### src/rtl/fetch_pkg.sv
// Shared types and helpers for the prefetching instruction-fetch front end.
package fetch_pkg;

    localparam int PC_W        = 32;
    localparam int INSTR_BYTES = 4;

    typedef struct packed {
        logic [PC_W-1:0] pc;
        logic [31:0]     instr;
    } fetch_entry_t;

    function automatic logic [PC_W-1:0] align_pc(input logic [PC_W-1:0] pc);
        return pc & {{(PC_W-2){1'b1}}, 2'b00};
    endfunction

endpackage

### src/rtl/prefetch_fetch_unit_chk.sv
// Protocol checks for the fetch unit: no response without an outstanding request, no FIFO overflow.
module prefetch_fetch_unit_chk #(
    parameter int CNT_W = 3
) (
    input logic             clk,
    input logic             rst_n,
    input logic             mem_rsp_valid,
    input logic [CNT_W-1:0] outstanding,
    input logic             push,
    input logic             full
);

    a_rsp_has_request: assert property (@(posedge clk) disable iff (!rst_n)
        mem_rsp_valid |-> (outstanding != '0));

    a_no_overflow: assert property (@(posedge clk) disable iff (!rst_n)
        push |-> !full);

endmodule

### src/rtl/sync_fifo.sv
// Synchronous FIFO with flush; the head entry is read straight from the storage registers.
module sync_fifo #(
    parameter int WIDTH = 64,
    parameter int DEPTH = 4,
    parameter int CNT_W = $clog2(DEPTH + 1)
) (
    input  logic             clk,
    input  logic             rst_n,
    input  logic             push,
    input  logic             pop,
    input  logic             flush,
    input  logic [WIDTH-1:0] wdata,
    output logic [WIDTH-1:0] rdata,
    output logic             full,
    output logic             empty,
    output logic [CNT_W-1:0] count
);

    localparam int PTR_W = $clog2(DEPTH);

    logic [WIDTH-1:0] mem_q [DEPTH];
    logic [PTR_W-1:0] wr_ptr_q, wr_ptr_d;
    logic [PTR_W-1:0] rd_ptr_q, rd_ptr_d;
    logic [CNT_W-1:0] count_q, count_d;
    logic             push_ok_s, pop_ok_s;

    assign full      = (count_q == CNT_W'(DEPTH));
    assign empty     = (count_q == '0);
    assign count     = count_q;
    assign rdata     = mem_q[rd_ptr_q];
    assign push_ok_s = push && !full;
    assign pop_ok_s  = pop && !empty;

    // Pointer and occupancy update; flush empties the FIFO regardless of push/pop.
    always_comb begin
        wr_ptr_d = wr_ptr_q;
        rd_ptr_d = rd_ptr_q;
        count_d  = count_q;
        if (flush) begin
            wr_ptr_d = '0;
            rd_ptr_d = '0;
            count_d  = '0;
        end else begin
            if (push_ok_s) begin
                wr_ptr_d = wr_ptr_q + PTR_W'(1);
            end else begin
                wr_ptr_d = wr_ptr_q;
            end
            if (pop_ok_s) begin
                rd_ptr_d = rd_ptr_q + PTR_W'(1);
            end else begin
                rd_ptr_d = rd_ptr_q;
            end
            count_d = count_q + CNT_W'(push_ok_s) - CNT_W'(pop_ok_s);
        end
    end

    // Control state registers.
    always_ff @(posedge clk or negedge rst_n) begin
        if (!rst_n) begin
            wr_ptr_q <= '0;
            rd_ptr_q <= '0;
            count_q  <= '0;
        end else begin
            wr_ptr_q <= wr_ptr_d;
            rd_ptr_q <= rd_ptr_d;
            count_q  <= count_d;
        end
    end

    // Entry storage.
    always_ff @(posedge clk or negedge rst_n) begin
        if (!rst_n) begin
            for (int i = 0; i < DEPTH; i++) begin
                mem_q[i] <= '0;
            end
        end else if (push_ok_s && !flush) begin
            mem_q[wr_ptr_q] <= wdata;
        end
    end

endmodule

### src/rtl/prefetch_fetch_unit.sv
// Prefetching fetch front end: credit-limited sequential requests, in-order responses, redirect flush.
module prefetch_fetch_unit
    import fetch_pkg::*;
#(
    parameter int              XLEN     = 32,
    parameter int              DEPTH    = 4,
    parameter logic [XLEN-1:0] RESET_PC = 32'h0000_0000
) (
    input  logic            clk,
    input  logic            rst_n,
    output logic            mem_req_valid,
    input  logic            mem_req_ready,
    output logic [XLEN-1:0] mem_req_addr,
    input  logic            mem_rsp_valid,
    input  logic [31:0]     mem_rsp_data,
    output logic            instr_valid,
    input  logic            instr_ready,
    output logic [31:0]     instr_out,
    output logic [XLEN-1:0] instr_pc,
    input  logic            redirect_valid,
    input  logic [XLEN-1:0] redirect_pc,
    output logic            busy
);

    localparam int CNT_W = $clog2(DEPTH + 1);
    localparam int SUM_W = CNT_W + 1;

    logic [XLEN-1:0]  fetch_pc_q, fetch_pc_d;
    logic [XLEN-1:0]  rsp_pc_q, rsp_pc_d;
    logic [CNT_W-1:0] outstanding_q, outstanding_d;
    logic [CNT_W-1:0] drop_q, drop_d;
    logic             run_q;
    logic             busy_q, busy_d;

    logic             req_fire_s, rsp_fire_s, push_s, pop_s, credit_s;
    logic             fifo_full_s, fifo_empty_s;
    logic [CNT_W-1:0] fifo_count_s;
    logic [XLEN-1:0]  redir_pc_s;
    fetch_entry_t     entry_in_s, head_s;

    // Buffered words plus in-flight requests never exceed DEPTH, so the FIFO cannot overflow.
    assign credit_s      = ({1'b0, fifo_count_s} + {1'b0, outstanding_q}) < SUM_W'(DEPTH);
    assign mem_req_valid = run_q && credit_s && !redirect_valid;
    assign mem_req_addr  = fetch_pc_q;
    assign req_fire_s    = mem_req_valid && mem_req_ready;
    assign rsp_fire_s    = mem_rsp_valid && (outstanding_q != '0);
    assign redir_pc_s    = XLEN'(align_pc(PC_W'(redirect_pc)));
    assign entry_in_s    = {PC_W'(rsp_pc_q), mem_rsp_data};

    assign instr_valid = !fifo_empty_s;
    assign instr_out   = instr_valid ? head_s.instr : 32'h0000_0000;
    assign instr_pc    = instr_valid ? XLEN'(head_s.pc) : '0;
    assign pop_s       = instr_valid && instr_ready;
    assign busy        = busy_q;

    // Next-state for PCs and counters; a redirect makes every in-flight response a drop.
    always_comb begin
        fetch_pc_d    = fetch_pc_q;
        rsp_pc_d      = rsp_pc_q;
        drop_d        = drop_q;
        push_s        = 1'b0;
        outstanding_d = outstanding_q + CNT_W'(req_fire_s) - CNT_W'(rsp_fire_s);
        if (redirect_valid) begin
            fetch_pc_d = redir_pc_s;
            rsp_pc_d   = redir_pc_s;
            drop_d     = outstanding_d;
        end else begin
            if (req_fire_s) begin
                fetch_pc_d = fetch_pc_q + XLEN'(INSTR_BYTES);
            end else begin
                fetch_pc_d = fetch_pc_q;
            end
            if (rsp_fire_s && (drop_q != '0)) begin
                drop_d = drop_q - CNT_W'(1);
            end else if (rsp_fire_s) begin
                push_s   = 1'b1;
                rsp_pc_d = rsp_pc_q + XLEN'(INSTR_BYTES);
            end else begin
                drop_d = drop_q;
            end
        end
        busy_d = (outstanding_d != '0) || (drop_d != '0);
    end

    // State registers; run_q keeps requests quiet until the first cycle after reset release.
    always_ff @(posedge clk or negedge rst_n) begin
        if (!rst_n) begin
            fetch_pc_q    <= RESET_PC;
            rsp_pc_q      <= RESET_PC;
            outstanding_q <= '0;
            drop_q        <= '0;
            run_q         <= 1'b0;
            busy_q        <= 1'b0;
        end else begin
            fetch_pc_q    <= fetch_pc_d;
            rsp_pc_q      <= rsp_pc_d;
            outstanding_q <= outstanding_d;
            drop_q        <= drop_d;
            run_q         <= 1'b1;
            busy_q        <= busy_d;
        end
    end

    sync_fifo #(
        .WIDTH ($bits(fetch_entry_t)),
        .DEPTH (DEPTH),
        .CNT_W (CNT_W)
    ) u_fifo (
        .clk   (clk),
        .rst_n (rst_n),
        .push  (push_s),
        .pop   (pop_s),
        .flush (redirect_valid),
        .wdata (entry_in_s),
        .rdata (head_s),
        .full  (fifo_full_s),
        .empty (fifo_empty_s),
        .count (fifo_count_s)
    );

    prefetch_fetch_unit_chk #(
        .CNT_W (CNT_W)
    ) u_chk (
        .clk           (clk),
        .rst_n         (rst_n),
        .mem_rsp_valid (mem_rsp_valid),
        .outstanding   (outstanding_q),
        .push          (push_s),
        .full          (fifo_full_s)
    );

endmodule

### config.mk
export PLATFORM = sky130hd
export DESIGN_NAME = prefetch_fetch_unit
export DESIGN_NICKNAME = d
export VERILOG_FILES = /design/src/rtl/fetch_pkg.sv /design/src/rtl/prefetch_fetch_unit_chk.sv /design/src/rtl/sync_fifo.sv /design/src/rtl/prefetch_fetch_unit.sv
export SDC_FILE = /design/constraint.sdc
export NUM_CORES = 1
export LEC_CHECK = 0
export BUFFER_PORTS_ARGS = -buffer_cell sky130_fd_sc_hd__buf_4
export CORE_MARGIN = 5
export CORE_UTILIZATION = 50
export DETAILED_ROUTE_END_ITERATION = 10
export PLACE_DENSITY_LB_ADDON = 0.1
export SYNTH_ARGS = -nofsm -noshare
export SYNTH_HDL_FRONTEND = slang
export SYNTH_SLANG_ARGS = --single-unit
export TNS_END_PERCENT = 20
### constraint.sdc
create_clock -name clk -period 3.54 [get_ports clk]
set_input_delay 0.708 -clock clk [delete_from_list [all_inputs] [get_ports clk]]
set_output_delay 0.708 -clock clk [all_outputs]
set_load 0.02 [all_outputs]
==> impl_metrics.csv <==
group,metric,value,unit
yosys,synth.area.mux_share,0.278,
timing,rsz0062_at_grt,"false",
yosys,ys.flop_type,"dfrtp_1",
worst_setup_path,cp_max_fo,4,
yosys,yosysSeqAreaShare,0.522,
route,wl,34400,µm
yosys,async_flop_share,1.00,
layout,layout-drive-gt1-share,0.431,
timing,drv_slew,0,
floorplan,die_h,186,µm
yosys,synth_edf_count,0,
yosys,syn_avg_cell_area,13.6,µm²
floorplan,start_util,0.506,
timing,max_freq,301,MHz
floorplan,die_area,34600,µm²
floorplan,io_pins,169,
run_status,status,"finished clean",
global_routing,grt_first_pass_wirelength,56200,µm
timing,tightestPinTransition,972,ps
worst_setup_path,cp-end-kind,"register",
pwr,power.density,681,nW/µm²
yosys,yosys.area.top_type,"dfrtp_1",
route,drc,0,
yosys,synth_fa_ha_area_frac,0.0139,
yosys,synth-compound-area-share,0.0385,
yosys,syn_inst,1135,
worst_setup_path,crit_buf_inv,3,
yosys,synth_top_family_by_area,"multiplexers",
timing,hold_viol,0,
place,gp_congestion,0.819,
clock_network,clk_latency,500,ps
timing,slew_headroom,0.349,
worst_setup_path,slowest_delay,430,ps
worst_setup_path,crit_required,3910,ps
worst_setup_path,crit_type,"reg -> reg",
global_routing,grt_max_degree,95,
place,io_buffers,162,
layout,n_antenna_cell,0,
timing,setup_viol,0,
global_routing,grt_pass1_vias,10300,
pwr,peakVddDrop,0.418,mV
route,drt_pass1_iterations,4,
timing,skew,10.2,ps
clock_network,cts.sinks,323,
worst_setup_path,crit_arrival,3690,ps
route,wl_per_cell,20.2,µm
clock_network,cts_tree,"yes",
floorplan,rows,64,
timing,timing.setup.tns,0,ps
clock_network,cts-root-buf,"clkbuf_16",
pwr,p_leak,8.36,nW
worst_setup_path,slowest_stage,"dfrtp_1",
worst_setup_path,path_cells,"ha_1 > nor4b_2 > and4_1 > inv_1 > ha_1 > inv_1 > ha_1 > inv_1 > fa_1 > xnor2_1 > xnor2_1 > or3_1 > or4_1",
yosys,ys_types,55,
route,vias,9640,
clock_network,htreeDepth,2,
clock_network,cts_max_path_buffers,3,
layout,n_fill_cell,2502,
layout,final_nets,1370,
worst_setup_path,critical_path.top_delay_family,"simple AND/OR/NAND/NOR gates",
timing,finalWorstPathRequiredPeriod,3320,ps
yosys,yosysTopAreaCellShare,0.522,
timing,period_share,0.939,
worst_setup_path,start_kind,"register",
route,ant_nets,0,
route,drtIter0Drc,532,
yosys,ys_warn_count,0,
floorplan,core-area,30600,µm²
flow_run,maxCapViolCount,0,
global_routing,track_usage,0.203,
layout,final_cell_mix,"dfrtp_1, mux2_2, buf_4, and2_1, mux4_2",
layout,syn_to_final_growth,17.7,%
route,viasPerCell,5.66,
clock_network,cts_setup_buffers,0,
global_routing,antenna_found_initial,0,
yosys,synthSimpleGateAreaFrac,0.0875,
layout,final_common_cell,"dfrtp_1",
yosys,synthTopCellsByArea,"dfrtp_1, mux2_2, mux4_2",
global_routing,overflow,0,
clock_network,cts_made_buffers,36,
yosys,synth_area,15500,µm²
timing,holdWs,134,ps
yosys,synth-xor-area-share,0.0221,
floorplan,fp.dieW,186,µm
yosys,yosys_register_bits,323,
worst_hold_path,hold_path_class,"in -> async",
clock_network,clk_pin_slew,60,ps
place,hpwl,22200,µm
-- logic make-up after synthesis --
kind of cell / count (synthesis)
flip-flops: 323
multiplexers: 321
AND/OR/NAND/NOR: 243
buffers and inverters: 102
AO/OA/AOI/OAI: 89
XOR/XNOR: 39
adder cells (fa/ha/maj): 16
other: 2
-- area by class of cell --
cell class	instances	area, µm²	share of cell area
sequential	323	8090	0.444
multi-input combinational	713	6850	0.376
timing repair buffer	186	1550	0.0853
clock buffer	55	1050	0.0578
tap	396	495	0.0272
inverter	24	90.1	0.00494
clock inverter	7	87.6	0.00481
-- what timing repair did --
item / CTS / global route
hold buffers: 0 / 0
resized for setup: 0 / 1
setup endpoints to repair: 0 / 1
-- synth_stat cells, drive strengths merged (5+ instances only) --
| cell | count |
|---|---|
| mux2 | 258 |
| o21ai | 36 |
| nand2 | 52 |
| nor2 | 28 |
| and2 | 67 |
| clkbuf | 26 |
| mux4 | 62 |
| nor4 | 9 |
| and3 | 7 |
| xnor2 | 19 |
| ha | 14 |
| inv | 24 |
| nor3 | 11 |
| o211ai | 14 |
| o311ai | 16 |
| buf | 52 |
| dfrtp | 323 |
| nand4 | 27 |
| nand3 | 23 |
| a21oi | 5 |
| xor2 | 20 |
-- registers in the layout, summed over array words and instances, names as in the netlist --
| register | count |
|---|---|
| u_fifo.rd_ptr_q | 2 |
| mem_req_addr | 30 |
| outstanding_q | 3 |
| u_fifo.count | 3 |
| busy | 1 |
| run_q | 1 |
| drop_q | 3 |
| u_fifo.mem_q | 248 |
| rsp_pc_q | 30 |
| u_fifo.wr_ptr_q | 2 |
-- worst register-to-register path: stages (launching register included) --
cell and delay [ps]:
dfrtp_1 430, ha_1 330, nor4b_2 240, and4_1 250, inv_1 60, ha_1 260
inv_1 60, ha_1 130, inv_1 50, fa_1 380, xnor2_1 150, xnor2_1 160
or3_1 310, or4_1 400
-- stage by stage --
| stage | total power [mW] | utilization | area (µm²) | instances | worst slack [ps] |
|---|---|---|---|---|---|
| 2_1_floorplan | 7.46 | - | 15500 | 1138 | 13.4 |
| 3_3_place_gp | 8.84 | 0.558 | 17100 | 1642 | 238 |
| 3_5_place_dp | 8.91 | 0.558 | 17100 | 1642 | 129 |
| 4_1_cts | 12.6 | 0.596 | 18200 | 1704 | 109 |
| 5_1_grt | 13.1 | 0.596 | 18200 | 1704 | 0.838 |
| 6_report | 12.4 | 0.596 | 18200 | 1704 | 215 |
-- routing by layer --
| layer | wire, µm | up-vias | part of all wire | global-route usage |
|---|---|---|---|---|
| li1 | - | 4415 | - | - |
| met2 | 16300 | 209 | 0.47 | 0.329 |
| met1 | 15900 | 4975 | 0.46 | 0.294 |
| met4 | 470 | 0 | 0.014 | 0.0391 |
| met3 | 1700 | 41 | 0.049 | 0.0352 |
| met5 | 0 | - | 0 | 0 |
-- path summary, 6_finish.rpt --
check                                                      to                           from  depth (start not counted)  slack, ps
min in group clk                     rsp_pc_q[27]$_DFFE_PN0P_                redirect_pc[27]                          3        450
worst max register to register                 busy$_DFF_PN0_     outstanding_q[2]$_DFF_PN0_                         13        220
max in group asynchronous        u_fifo.mem_q[67]$_DFFE_PN0P_                          rst_n                          2       2550
worst min register to register  u_fifo.mem_q[103]$_DFFE_PN0P_  u_fifo.mem_q[103]$_DFFE_PN0P_                          1        480
worst max-delay path                           busy$_DFF_PN0_     outstanding_q[2]$_DFF_PN0_                         13        220
worst min-delay path            u_fifo.mem_q[156]$_DFFE_PN0P_                          rst_n                          1        130
-- report_power, final --
| group | total [mW] | internal (mW) | switching, mW |
|---|---|---|---|
| registers | 4.90 | 4.38 | 0.520 |
| clock network | 3.63 | 2.19 | 1.44 |
| logic | 3.88 | 2.06 | 1.83 |
| total | 12.4 | 8.63 | 3.78 |
No activity file was read; power rests on OpenSTA's default activity.
